## src/rtl/ser_pkg.sv

```systemverilog
// Shared types and constants for the UART receive front end (ser_rcv).
package ser_pkg;
   typedef enum logic [2:0] {IDLE, START, DATA, PARITY, STOP, BRK} state_t;

   localparam int DATA_BITS  = 8;
   localparam int BL_MIN     = 2;
   localparam int BL_DEFAULT = 5208;   // 9600 baud from a 50 MHz clock
endpackage

```

## src/rtl/ser_rcv_fifo.sv

```systemverilog
// First-word-fall-through byte FIFO; push/pop take effect on the clock edge.
// Pop on empty is ignored; push on full is accepted only with a same-cycle pop.
module ser_rcv_fifo #(
   parameter int LOG2_DEPTH = 2
) (
   input  logic       clk,
   input  logic       rst,
   input  logic       push,
   input  logic [7:0] din,
   input  logic       pop,
   output logic [7:0] dout,
   output logic       empty,
   output logic       full
);
   localparam int DEPTH = 1 << LOG2_DEPTH;
   localparam logic [LOG2_DEPTH:0] DEPTH_C = (LOG2_DEPTH+1)'(DEPTH);
   localparam logic [LOG2_DEPTH:0] LAST_C  = (LOG2_DEPTH+1)'(DEPTH - 1);

   logic [LOG2_DEPTH:0] wr_ptr, rd_ptr, count;
   logic [7:0]          mem [DEPTH];
   logic                rd_en, wr_en;

   assign empty = (count == '0);
   assign full  = (count == DEPTH_C);
   assign rd_en = pop && !empty;
   assign wr_en = push && (!full || rd_en);
   assign dout  = mem[rd_ptr[LOG2_DEPTH-1:0]];

   always_ff @(posedge clk or negedge rst) begin
      if (!rst) begin
         wr_ptr <= '0;
         rd_ptr <= '0;
         count  <= '0;
         for (int i = 0; i < DEPTH; i++) mem[i] <= '0;
      end else begin
         if (wr_en) begin
            mem[wr_ptr[LOG2_DEPTH-1:0]] <= din;
            wr_ptr <= (wr_ptr == LAST_C) ? '0 : wr_ptr + 1'b1;
         end
         if (rd_en)
            rd_ptr <= (rd_ptr == LAST_C) ? '0 : rd_ptr + 1'b1;
         case ({wr_en, rd_en})
            2'b10:   count <= count + 1'b1;
            2'b01:   count <= count - 1'b1;
            default: count <= count;
         endcase
      end
   end
endmodule

```

## src/rtl/ser_rcv.sv

```systemverilog
// UART receiver (8N1, or 8E1 with SER_RCV_PARITY_EN) feeding a FWFT byte FIFO; 2-cycle rxd sync,
// ready rises the cycle after the stop sample; bytes arriving with the FIFO full (and no read) are dropped and flagged.
module ser_rcv
   import ser_pkg::*;
#(
   parameter int LOG2_DEPTH = 2,
   parameter int BL_W       = 16
) (
   input  logic            clk,
   input  logic            rst,
   input  logic [BL_W-1:0] bit_len,
   input  logic            read,
   output logic            ready,
   output logic [7:0]      data_out,
   output logic            ferr,
   output logic            ovr,
   input  logic            clr_err,
   input  logic            serial_in
`ifdef SER_RCV_PARITY_EN
   ,
   output logic            perr
`endif
);
   state_t          state;
   logic            sync1, rxd_s;
   logic [BL_W-1:0] cnt, len_eff, full_ld, half_ld;
   logic [2:0]      bitcnt;
   logic [7:0]      shreg;
   logic            tick, push, ferr_set, ovr_set, fifo_full, fifo_empty;

   assign len_eff  = (bit_len < BL_W'(BL_MIN)) ? BL_W'(BL_MIN) : bit_len;
   assign full_ld  = len_eff - 1'b1;
   assign half_ld  = (len_eff >> 1) - 1'b1;
   assign tick     = (cnt == '0);
   assign push     = (state == STOP) && tick && rxd_s;
   assign ferr_set = (state == STOP) && tick && !rxd_s;
   assign ovr_set  = push && fifo_full && !read;
   assign ready    = !fifo_empty;

   always_ff @(posedge clk or negedge rst) begin
      if (!rst) begin
         sync1 <= 1'b1;
         rxd_s <= 1'b1;
      end else begin
         sync1 <= serial_in;
         rxd_s <= sync1;
      end
   end

   // Counter free-runs down to zero; any load in the case below overrides the decrement.
   always_ff @(posedge clk or negedge rst) begin
      if (!rst) begin
         state  <= IDLE;
         cnt    <= '0;
         bitcnt <= '0;
         shreg  <= '0;
      end else begin
         if (!tick) cnt <= cnt - 1'b1;
         case (state)
            IDLE:
               if (!rxd_s) begin
                  cnt   <= half_ld;
                  state <= START;
               end
            START:
               if (tick) begin
                  if (rxd_s) begin
                     state <= IDLE;
                  end else begin
                     cnt    <= full_ld;
                     bitcnt <= '0;
                     state  <= DATA;
                  end
               end
            DATA:
               if (tick) begin
                  shreg  <= {rxd_s, shreg[7:1]};
                  bitcnt <= bitcnt + 1'b1;
                  cnt    <= full_ld;
                  if (bitcnt == 3'(DATA_BITS - 1))
`ifdef SER_RCV_PARITY_EN
                     state <= PARITY;
`else
                     state <= STOP;
`endif
               end
`ifdef SER_RCV_PARITY_EN
            PARITY:
               if (tick) begin
                  cnt   <= full_ld;
                  state <= STOP;
               end
`endif
            STOP:
               if (tick) state <= rxd_s ? IDLE : BRK;
            BRK:
               if (rxd_s) state <= IDLE;
            default: state <= IDLE;
         endcase
      end
   end

   // Sticky status flags: a set in the same cycle as clr_err wins.
   always_ff @(posedge clk or negedge rst) begin
      if (!rst) begin
         ferr <= 1'b0;
         ovr  <= 1'b0;
      end else begin
         if (ferr_set)     ferr <= 1'b1;
         else if (clr_err) ferr <= 1'b0;
         if (ovr_set)      ovr  <= 1'b1;
         else if (clr_err) ovr  <= 1'b0;
      end
   end

`ifdef SER_RCV_PARITY_EN
   logic perr_set;
   assign perr_set = (state == PARITY) && tick && (^{shreg, rxd_s});

   always_ff @(posedge clk or negedge rst) begin
      if (!rst)          perr <= 1'b0;
      else if (perr_set) perr <= 1'b1;
      else if (clr_err)  perr <= 1'b0;
   end
`endif

   ser_rcv_fifo #(.LOG2_DEPTH(LOG2_DEPTH)) u_fifo (
      .clk   (clk),
      .rst   (rst),
      .push  (push),
      .din   (shreg),
      .pop   (read),
      .dout  (data_out),
      .empty (fifo_empty),
      .full  (fifo_full)
   );
endmodule

```

## config.mk

```make
export PLATFORM = sky130hd
export DESIGN_NAME = ser_rcv
export DESIGN_NICKNAME = d
export VERILOG_FILES = /design/src/rtl/ser_pkg.sv /design/src/rtl/ser_rcv_fifo.sv /design/src/rtl/ser_rcv.sv
export SDC_FILE = /design/constraint.sdc
export NUM_CORES = 1
export LEC_CHECK = 0
export CAP_MARGIN = 20
export CORE_MARGIN = 5
export CORE_UTILIZATION = 40
export CTS_CLUSTER_SIZE = 24
export DETAILED_ROUTE_END_ITERATION = 10
export PLACE_DENSITY_LB_ADDON = 0.2
export SLEW_MARGIN = 15
export SYNTH_ARGS = -nofsm -noshare
export SYNTH_HDL_FRONTEND = slang
export SYNTH_HIERARCHICAL = 1
export SYNTH_SLANG_ARGS = --single-unit
```

## constraint.sdc

```tcl
create_clock -name clk -period 3.75 [get_ports clk]
set_clock_uncertainty 0.1 [all_clocks]
set_input_delay 0.5625 -clock clk [delete_from_list [all_inputs] [get_ports clk]]
set_output_delay 0.5625 -clock clk [all_outputs]
set_load 0.02 [all_outputs]
```

### Word-level counts from Yosys, hierarchy flattened

Index checks and enable logic that the tools add are counted.

* memory bits (read-only): 0
* output and inout port bits: 11
* memories kept: 0
* input bits: 21
* bits in registers: 75
* word-level logic and storage cells: 101
* latch bits: 0
* RAM bits: 0

* divide/modulo/power cells: 0
* $mul: 0
* reduce and logical (&&, ||, !) cells: 23
* order comparisons: 4
* add/sub/neg operators: 8
* bitwise gates (word level): 2
* equality and inequality tests: 17
* shift operators: 0
* multiplexer cells: 32

Operators with widths (count)
* 2-to-1 mux 16 bit: 6
* one-hot mux 16 bit (3 select lines): 1
* 2-to-1 mux 3 bit: 12
* bitwise mux 32 bit: 1
* subtractor 16 x 1 -> 16 bit (second input constant): 2
* 2-to-1 mux 8 bit: 3
* binary-select mux 8 bit (select 2 bit): 1
* demux 8 bit (select 2 bit): 1
* logical NOT 16 bit: 1
* < comparator 16 x 2 -> 1 bit (second input constant): 1
* subtractor 15 x 1 -> 16 bit (second input constant): 1
* one-hot mux 3 bit (5 select lines): 1
* inequality test 2 bit (second input constant): 7
* adder 3 x 1 -> 3 bit (second input constant): 4
* equality test 3 bit (second input constant): 4
* one-hot mux 3 bit (2 select lines): 2
* equality test 3 x 2 -> 1 bit (second input constant): 3
* logical AND 1 bit: 8
* nonzero test 2 bit: 4
* >= comparator 3 bit (second input constant): 2
* logical NOT 3 bit: 2
* inverter 2 -> 3 bit: 2
* AND reduction 6 bit: 1
* logical NOT 1 bit: 4
* other kinds (10): 12

### Longest topological paths before layout

Gate-level depths: netlist of the first run.

* depth after elaboration: 7
* mapped depth: 14
* mapped depth without buffers: 13

### Hierarchy

Netlist of the first run, hierarchy kept.

By module, submodules not included
* ser_rcv: times used 1, cells each 295, area an instance 2787.7 um2, sequential area each 853.3 um2
* ser_rcv_fifo: times used 1, cells each 123, area an instance 1890.6 um2, sequential area each 1026.0 um2

### Least setup slack after synthesis of the first run

OpenSTA, ideal clock, no wires.

* path kind: register to register
* start point: reg cnt[0]
* end point: reg u_fifo.count[2]
* arrival: 2671 ps
* cell stages (with the launch flop): 15
* setup time: 125 ps
* required time: 3525 ps
* clock period less this slack: 2897 ps
* path buffers: 1
* setup slack: 853 ps
* path through: dfrtp_1 -> inv_1 -> ha_1 -> nor3b_2 -> and4_1 -> buf_4 -> nand2_1 -> nor3_2 -> or2b_2 -> ha_1 -> inv_1 -> fa_1 -> xor2_1 -> nor2_1 -> xor2_1

* cells in the longest elaborated chain, start to end: 6
* elaborated cells between the ends (all ways): 8
* those cells by class: eq/ne (2); mux (1); reduce/logical (5)

Ends and longest elaborated chain
* start, declared: line ser_rcv.sv:26 `logic [BL_W-1:0] cnt, len_eff, full_ld, half_ld;`
* start signal, assigned: line ser_rcv.sv:58 `if (!tick) cnt <= cnt - 1'b1;`
* start signal, assigned: line ser_rcv.sv:62 `cnt <= half_ld;`
* start signal, assigned: line ser_rcv.sv:70 `cnt <= full_ld;`
* logical NOT 16 bit *: line ser_rcv.sv:34 `assign tick = (cnt == '0);`
* logical AND 1 bit * (2 in a row): line ser_rcv.sv:35 `assign push = (state == STOP) && tick && rxd_s;`
* net push: line ser_rcv.sv:29 `logic tick, push, ferr_set, ovr_set, fifo_full, fifo_empty;`
* logical AND 1 bit *: line ser_rcv_fifo.sv:26 `assign wr_en = push && (!full || rd_en);`
* equality test 2 x 1 -> 1 bit or equality test 2 bit (tied branches): line ser_rcv_fifo.sv:42 `case ({wr_en, rd_en})`
* one-hot mux 3 bit (2 select lines) or nonzero test 2 bit (tied branches)
* end signal, assigned: line ser_rcv_fifo.sv:43 `2'b10: count <= count + 1'b1;`
* end signal, assigned: line ser_rcv_fifo.sv:44 `2'b01: count <= count - 1'b1;`
* end signal, assigned: line ser_rcv_fifo.sv:45 `default: count <= count;`
* end, declared: line ser_rcv_fifo.sv:19 `logic [LOG2_DEPTH:0] wr_ptr, rd_ptr, count;`

The timed path passes the listed nets; every way through them passes the cells marked *.
A chain may end at the register's enable or synchronous reset.

### Final worst setup path of the first run

Ends and elaborated chain as after synthesis.

==> results of run 1 <==
[layout make-up]
type                       count  area share (%)
timing repair buffer          40            6.91
tap                          143            3.29
sequential                    75            34.6
inverter                      18            1.24
clock buffer                  11            4.28
clock inverter                 5            1.43
multi-input combinational    305            48.2
[cell usage in the layout (no fill, tap or decap), types with 11 or more instances in the layout]
cell type	Yosys	final
clkdlybuf4s50_1	0	30
dfrtp_1	73	73
nand2_1	26	26
nor3_1	14	14
ha_1	12	12
a21oi_1	18	18
mux2_1	11	11
nor2_1	24	24
xnor2_1	22	22
inv_1	18	18
mux2_2	36	36
[power by group through the flow]
| stage | logic, mW | registers [mW] | clock network, mW |
|---|---|---|---|
| 3_3_place_gp | 0.401 | 1.04 | 0 |
| 5_1_grt | 0.457 | 1.04 | 0.963 |
| 3_5_place_dp | 0.410 | 1.04 | 0 |
| 4_1_cts | 0.413 | 1.02 | 0.929 |
| 6_report | 0.409 | 1.02 | 0.901 |
| 2_1_floorplan | 0.345 | 0.963 | 0 |
[registers in the layout, indices dropped and copies added (netlist names)]
register	count
u_fifo/wr_ptr	3
sync1	1
cnt	16
shreg	8
bitcnt	3
state	3
ferr	1
rxd_s	1
u_fifo/count	3
u_fifo/mem	32
u_fifo/rd_ptr	3
ovr	1
[path summary, 6_finish.rpt]
path / start / endpoint / slack, ns / cells after the start
min in group asynchronous: rst / u_fifo/rd_ptr[2] / 0.28 / 1
worst min register to register: sync1 / rxd_s / 0.25 / 0
worst max-delay path: cnt[0] / u_fifo/count[2] / 0.61 / 14
worst min-delay path: sync1 / rxd_s / 0.25 / 0
worst max register to register: cnt[0] / u_fifo/count[2] / 0.61 / 14
max in group asynchronous: rst / cnt[7] / 2.65 / 1
[metal layers]
layer	wire length (microns)	global-route usage, %	vias up
li1	-	-	1608
met1	4610	20.0	1646
met2	4870	24.2	71
met3	348	2.05	12
met4	218	6.52	0
met5	0	0	-
[kinds of logic after synthesis]
group,count (synthesis),share of synthesized area [%]
adders and majority gates,13,3.64
xor gates and xnor gates,32,5.99
buffers and inverters,38,3.93
DFF,75,40.2
and+or+nand+nor,122,17.5
muxes,56,15.4
AOI/OAI and AO/OA,82,13.3
[per-stage QoR]
| step | power (mW) | hold WS, ns | instances | worst slack, ns | cell area [sq um] |
|---|---|---|---|---|---|
| after detailed placement | 1.45 | 0.249 | 581 | 0.421 | 5120 |
| after global placement | 1.44 | 0.247 | 581 | 0.523 | 5120 |
| after CTS | 2.37 | 0.258 | 597 | 0.583 | 5430 |
| after global routing | 2.46 | 0.263 | 597 | 0.366 | 5430 |
| final | 2.33 | 0.255 | 597 | 0.606 | 5430 |
| after floorplan | 1.31 | 0.167 | 418 | 0.853 | 4680 |
==> results by group, run 1 <==
Status
  – Status: finished, final reports clean

Logic synthesis
  – Number of synthesized flops with an enable pin: 0
  – Share of the synthesized area in the top cell type: 39.0%
  – Synth Warn #: 6
  – Syn Nets: 452
  – Largest cells by area after synthesis: dfrtp_1 (39%), mux2_2 (8.7%), xnor2_1 (4.1%)
  – Leading area contributor after synthesis: dfrtp_1
  – Top_reg_cell synth: dfrtp_1
  – Commonest cells post-synth: dfrtp_1 (73), mux2_2 (36), nand2_1 (26), nor2_1 (24), xnor2_1 (22)
  – Mean Syn Cell Area: 11.2 sq um
  – Most common cell in the netlist: dfrtp_1
  – Sequential area share after synthesis: 40.2%
  – Register bit total from synthesis: 75
  – Synth Cell Area: 4680 sq um
  – Distinct cells, synth: 70
  – Share of flip-flops with an asynchronous set or reset: 100%
  – Syn Inst Count: 418

Worst setup path
  – Critical path buffer and inverter count: 3
  – Crit-path max FO: 6
  – Worst Setup End Kind: register
  – Crit-path cells: inv_1 > ha_1 > nor3b_2 > and4_1 > nand2_1 > nor3_2 > buf_4 > or2b_2 > ha_1 > inv_1 > fa_1 > xor2_1 > nor2_1 > xor2_1
  – Critical-path top delay cell: dfrtp_1
  – Startpoint Class: register
  – Crit path DAT: 3.26 ns
  – Crit Path Category: register to register
  – Data required, critical path: 3.86 ns
  – Crit-path leading delay family: simple AND/OR/NAND/NOR gates
  – Worst path max stage delay: 0.43 ns

Detailed routing
  – Vias: 3337
  – Drt initial violations: 206
  – Routed len/inst: 16.8 microns
  – First drt pass iteration count: 4
  – DRC: 0
  – Final ANT Viol Nets: 0
  – Final WL: 10100 microns
  – Via-to-Cell Ratio: 5.59

Layout
  – Nets: 483
  – FF+latch area: 1880 sq um
  – Area delta synth->final: 16.1%
  – N_diodes: 0
  – Layout cells sized above 1: 23.1%
  – Core Util, Final: 47.6%
  – Multi-input logic area: 2620 sq um
  – Number of fill cells: 1059

Floorplanning
  – Row cnt: 39
  – # IOs: 32
  – Core area: 11400 sq um
  – Die Height: 118 microns
  – Die X: 118 microns
  – Die area: 14000 sq um
  – Starting Density: 41.0%

GRT
  – Grt total ovfl: 0
  – Antenna violations before repair: 0
  – Number of global-route vias before repair: 3355
  – Largest net degree at the start of global routing: 76
  – First-pass GRT wire length: 17200 microns
  – Total Routing Usage GR: 14.9%

Hold path
  – Worst hold path class: register to register

Power and ir drop
  – Sw frac: 28.2%
  – Net Switching: 657 uW
  – Reg power frac: 43.8%
  – Clock share of power: 38.7%
  – P_int: 1.68 mW
  – Power density over cell area: 429 nW/um^2
  – Combinational share of power: 17.5%
  – Pleak: 2.23 nW
  – Maximum VDD drop: 0.221 mV

Timing
  – Setup tns final: 0 ns
  – Unrepaired setup endpoints after global routing: false
  – Max Transition Viols Final: 0
  – # setup viols final: 0
  – Slew HR: 36.2%
  – Tmin final: 3.14 ns
  – Least-Margin Pin Slew: 0.956 ns
  – Fin crit share: 83.8%
  – Final Hold Vio Count: 0
  – Fmax: 0.318 GHz

Clock tree
  – CTS tree: done
  – H-tree levels: 3
  – CTS Buffer Depth: 2
  – Root Buffer: clkbuf_16
  – CTS buffer count: 9
  – Clock transition at path regs: 0.06 ns
  – Later-pin clock latency in the skew report: 0.33 ns
  – Post-CTS Setup Inserts: 0
  – # hold bufs at CTS: 0
  – # resized after CTS: 0
  – TritonCTS Sinks: 75

Place
  – Routability Congestion: 0.848
  – Hpwl dp: 7340 microns
  – IO Port Bufs: 31

Flow run
  – Max-cap violations: 0
(Power assumes the default switching activity.)
==> inputs of run 2 (changes only) <==
- clock period: 3.75 -> 2.7 ns (I/O delays scaled with it)
==> run 2 against run 1 <==
Register-to-register slack got worse by 0.43 ns; worst hold slack got worse by 0.13 ns; largest cell class unchanged; combinational power increased by 67%; critical path depth decreased by 12.
==> results by group, run 2 (synthesis gave the netlist of run 1 again) <==
Detailed routing
  – Routed len/inst: 15.5 microns
  – Final ANT Viol Nets: 0
  – Final WL: 9930 microns
  – DRC: 0
  – First drt pass iteration count: 4
  – Drt initial violations: 196
  – Vias: 3455
  – Via-to-Cell Ratio: 5.40

Worst setup path
  – Crit Path Category: register to primary output
  – Startpoint Class: register
  – Critical-path top delay cell: dfrtp_2
  – Worst Setup End Kind: primary output
  – Data required, critical path: 2.19 ns
  – Worst path max stage delay: 0.58 ns
  – Worst r2r src: cnt[0]
  – Crit-path cells: mux4_2 > clkdlybuf4s50_1
  – Worst setup path startpoint: u_fifo/rd_ptr[0]
  – Crit-path max FO: 11
  – Crit path DAT: 2.03 ns

Power and ir drop
  – Power density over cell area: 552 nW/um^2
  – Maximum VDD drop: 0.294 mV
  – Pleak: 2.45 nW
  – Net Switching: 927 uW
  – Sw frac: 29.0%
  – Reg power frac: 44.0%
  – P_int: 2.27 mW
  – Power Total: 3.19 mW
  – Combinational share of power: 21.3%
  – Clock share of power: 34.6%

GRT
  – First-pass GRT wire length: 16900 microns
  – Number of global-route vias before repair: 3575
  – Grt total ovfl: 0
  – Total Routing Usage GR: 14.5%
  – Largest net degree at the start of global routing: 76
  – Antenna violations before repair: 0

Timing
  – Final Hold Vio Count: 0
  – Least-Margin Pin Slew: 0.920 ns
  – Fmax: 0.395 GHz
  – Max Transition Viols Final: 0
  – Tmin final: 2.53 ns
  – WHS: 0.124 ns
  – Fin crit share: 93.8%
  – Slew HR: 38.7%
  – # setup viols final: 0
  – Final Worst Setup Slack: 0.167 ns
  – Setup tns final: 0 ns

Layout
  – Top reg by flops: u_fifo/mem
  – Final cell count without fillers: 640
  – Core Util, Final: 50.6%
  – Area delta synth->final: 23.6%
  – Layout cells sized above 1: 31.8%
  – Largest regs: u_fifo/mem: 32 flops, cnt: 16 flops, shreg: 8 flops
  – N_diodes: 0
  – Most frequent cells in the layout: dfrtp_1 (72), buf_4 (53), mux2_2 (36), clkdlybuf4s50_1 (30), nand2_1 (25)
  – Nets: 526
  – Most common cell after layout, fill and taps aside: dfrtp_1
  – Multi-input logic area: 2670 sq um
  – Max reg flops: 32
  – Final Cell Area: 5780 sq um
  – FF+latch area: 1880 sq um
  – Number of fill cells: 1041

Floorplanning
  – Die Height: 118 microns
  – # IOs: 32
  – Starting Density: 41.0%
  – Die X: 118 microns
  – Die area: 14000 sq um
  – Row cnt: 39
  – Core area: 11400 sq um

Place
  – Area after DPL: 5470 sq um
  – Pre-CTS WS: -0.134 ns
  – Cell count after placement: 622
  – Hpwl dp: 7340 microns
  – IO Port Bufs: 31
  – Routability Congestion: 0.817

Clock tree
  – Root Buffer: clkbuf_16
  – CTS buffer count: 9
  – TritonCTS Sinks: 75
  – Later-pin clock latency in the skew report: 0.33 ns
  – CTS Buffer Depth: 2
  – CTS tree: done
  – H-tree levels: 3
  – Clock transition at path regs: 0.06 ns

Hold path
  – Worst hold path class: input port to async pin

Flow run
  – Max-cap violations: 0

Status
  – Status: finished, final reports clean
-- run 2: changes by cell type in the layout (fill, tap and decap cells not counted), sizes merged --
cell,before,now
bufinv,2,0
clkbuf,11,12
clkinvlp,1,2
buf,10,53
-- run 2: power by group through the flow --
| stage | registers [mW] | clock network [mW] | logic [mW] |
|---|---|---|---|
| 4_1_cts | 1.41 | 1.14 | 0.675 |
| 5_1_grt | 1.43 | 1.18 | 0.767 |
| 3_3_place_gp | 1.42 | 0 | 0.661 |
| 3_5_place_dp | 1.42 | 0 | 0.673 |
| 6_report | 1.41 | 1.11 | 0.681 |
| 2_1_floorplan | 1.34 | 0 | 0.494 |
-- run 2: per-layer routing --
metal / track usage [%] / share of wire [%]
met1: 18.0 / 46
met2: 25.5 / 49
met3: 2.29 / 2.6
met4: 5.45 / 2.1
met5: 0 / 0
-- run 2: area by class of cell --
type / count / area share (%)
Multi-Input combinational cell: 305 / 46.3
Sequential cell: 75 / 32.5
Timing Repair Buffer: 83 / 12.1
Clock buffer: 12 / 4.44
Tap cell: 143 / 3.10
Inverter: 18 / 1.17
Clock inverter: 4 / 0.433
-- run 2: repair_timing --
| item | in CTS | in global routing |
|---|---|---|
| gates resized for setup | 2 | 4 |
| buffers inserted | 0 | 2 |
| setup endpoints to repair | 10 | 2 |
| pin swaps | 0 | 3 |
| endpoints found under the hold margin | 0 | 0 |
| hold buffers | 0 | 0 |
-- run 2: path summary, 6_finish.rpt --
path                                     to  slack, ns  depth (start not counted)
min in group clk                      rxd_s       0.26                          0
min reg2reg                           rxd_s       0.26                          0
min                          u_fifo/mem[28]       0.12                          1
max in group asynchronous  u_fifo/rd_ptr[0]       1.73                          1
max reg2reg                 u_fifo/count[2]       0.18                         13
max                             data_out[6]       0.17                          2
-- run 2: worst max-delay path: cells and delay by family, from the launching register on --
family / cells / cell delay (ns)
buffers and inverters: 1 / 0.55
DFF: 1 / 0.58
muxes: 1 / 0.56
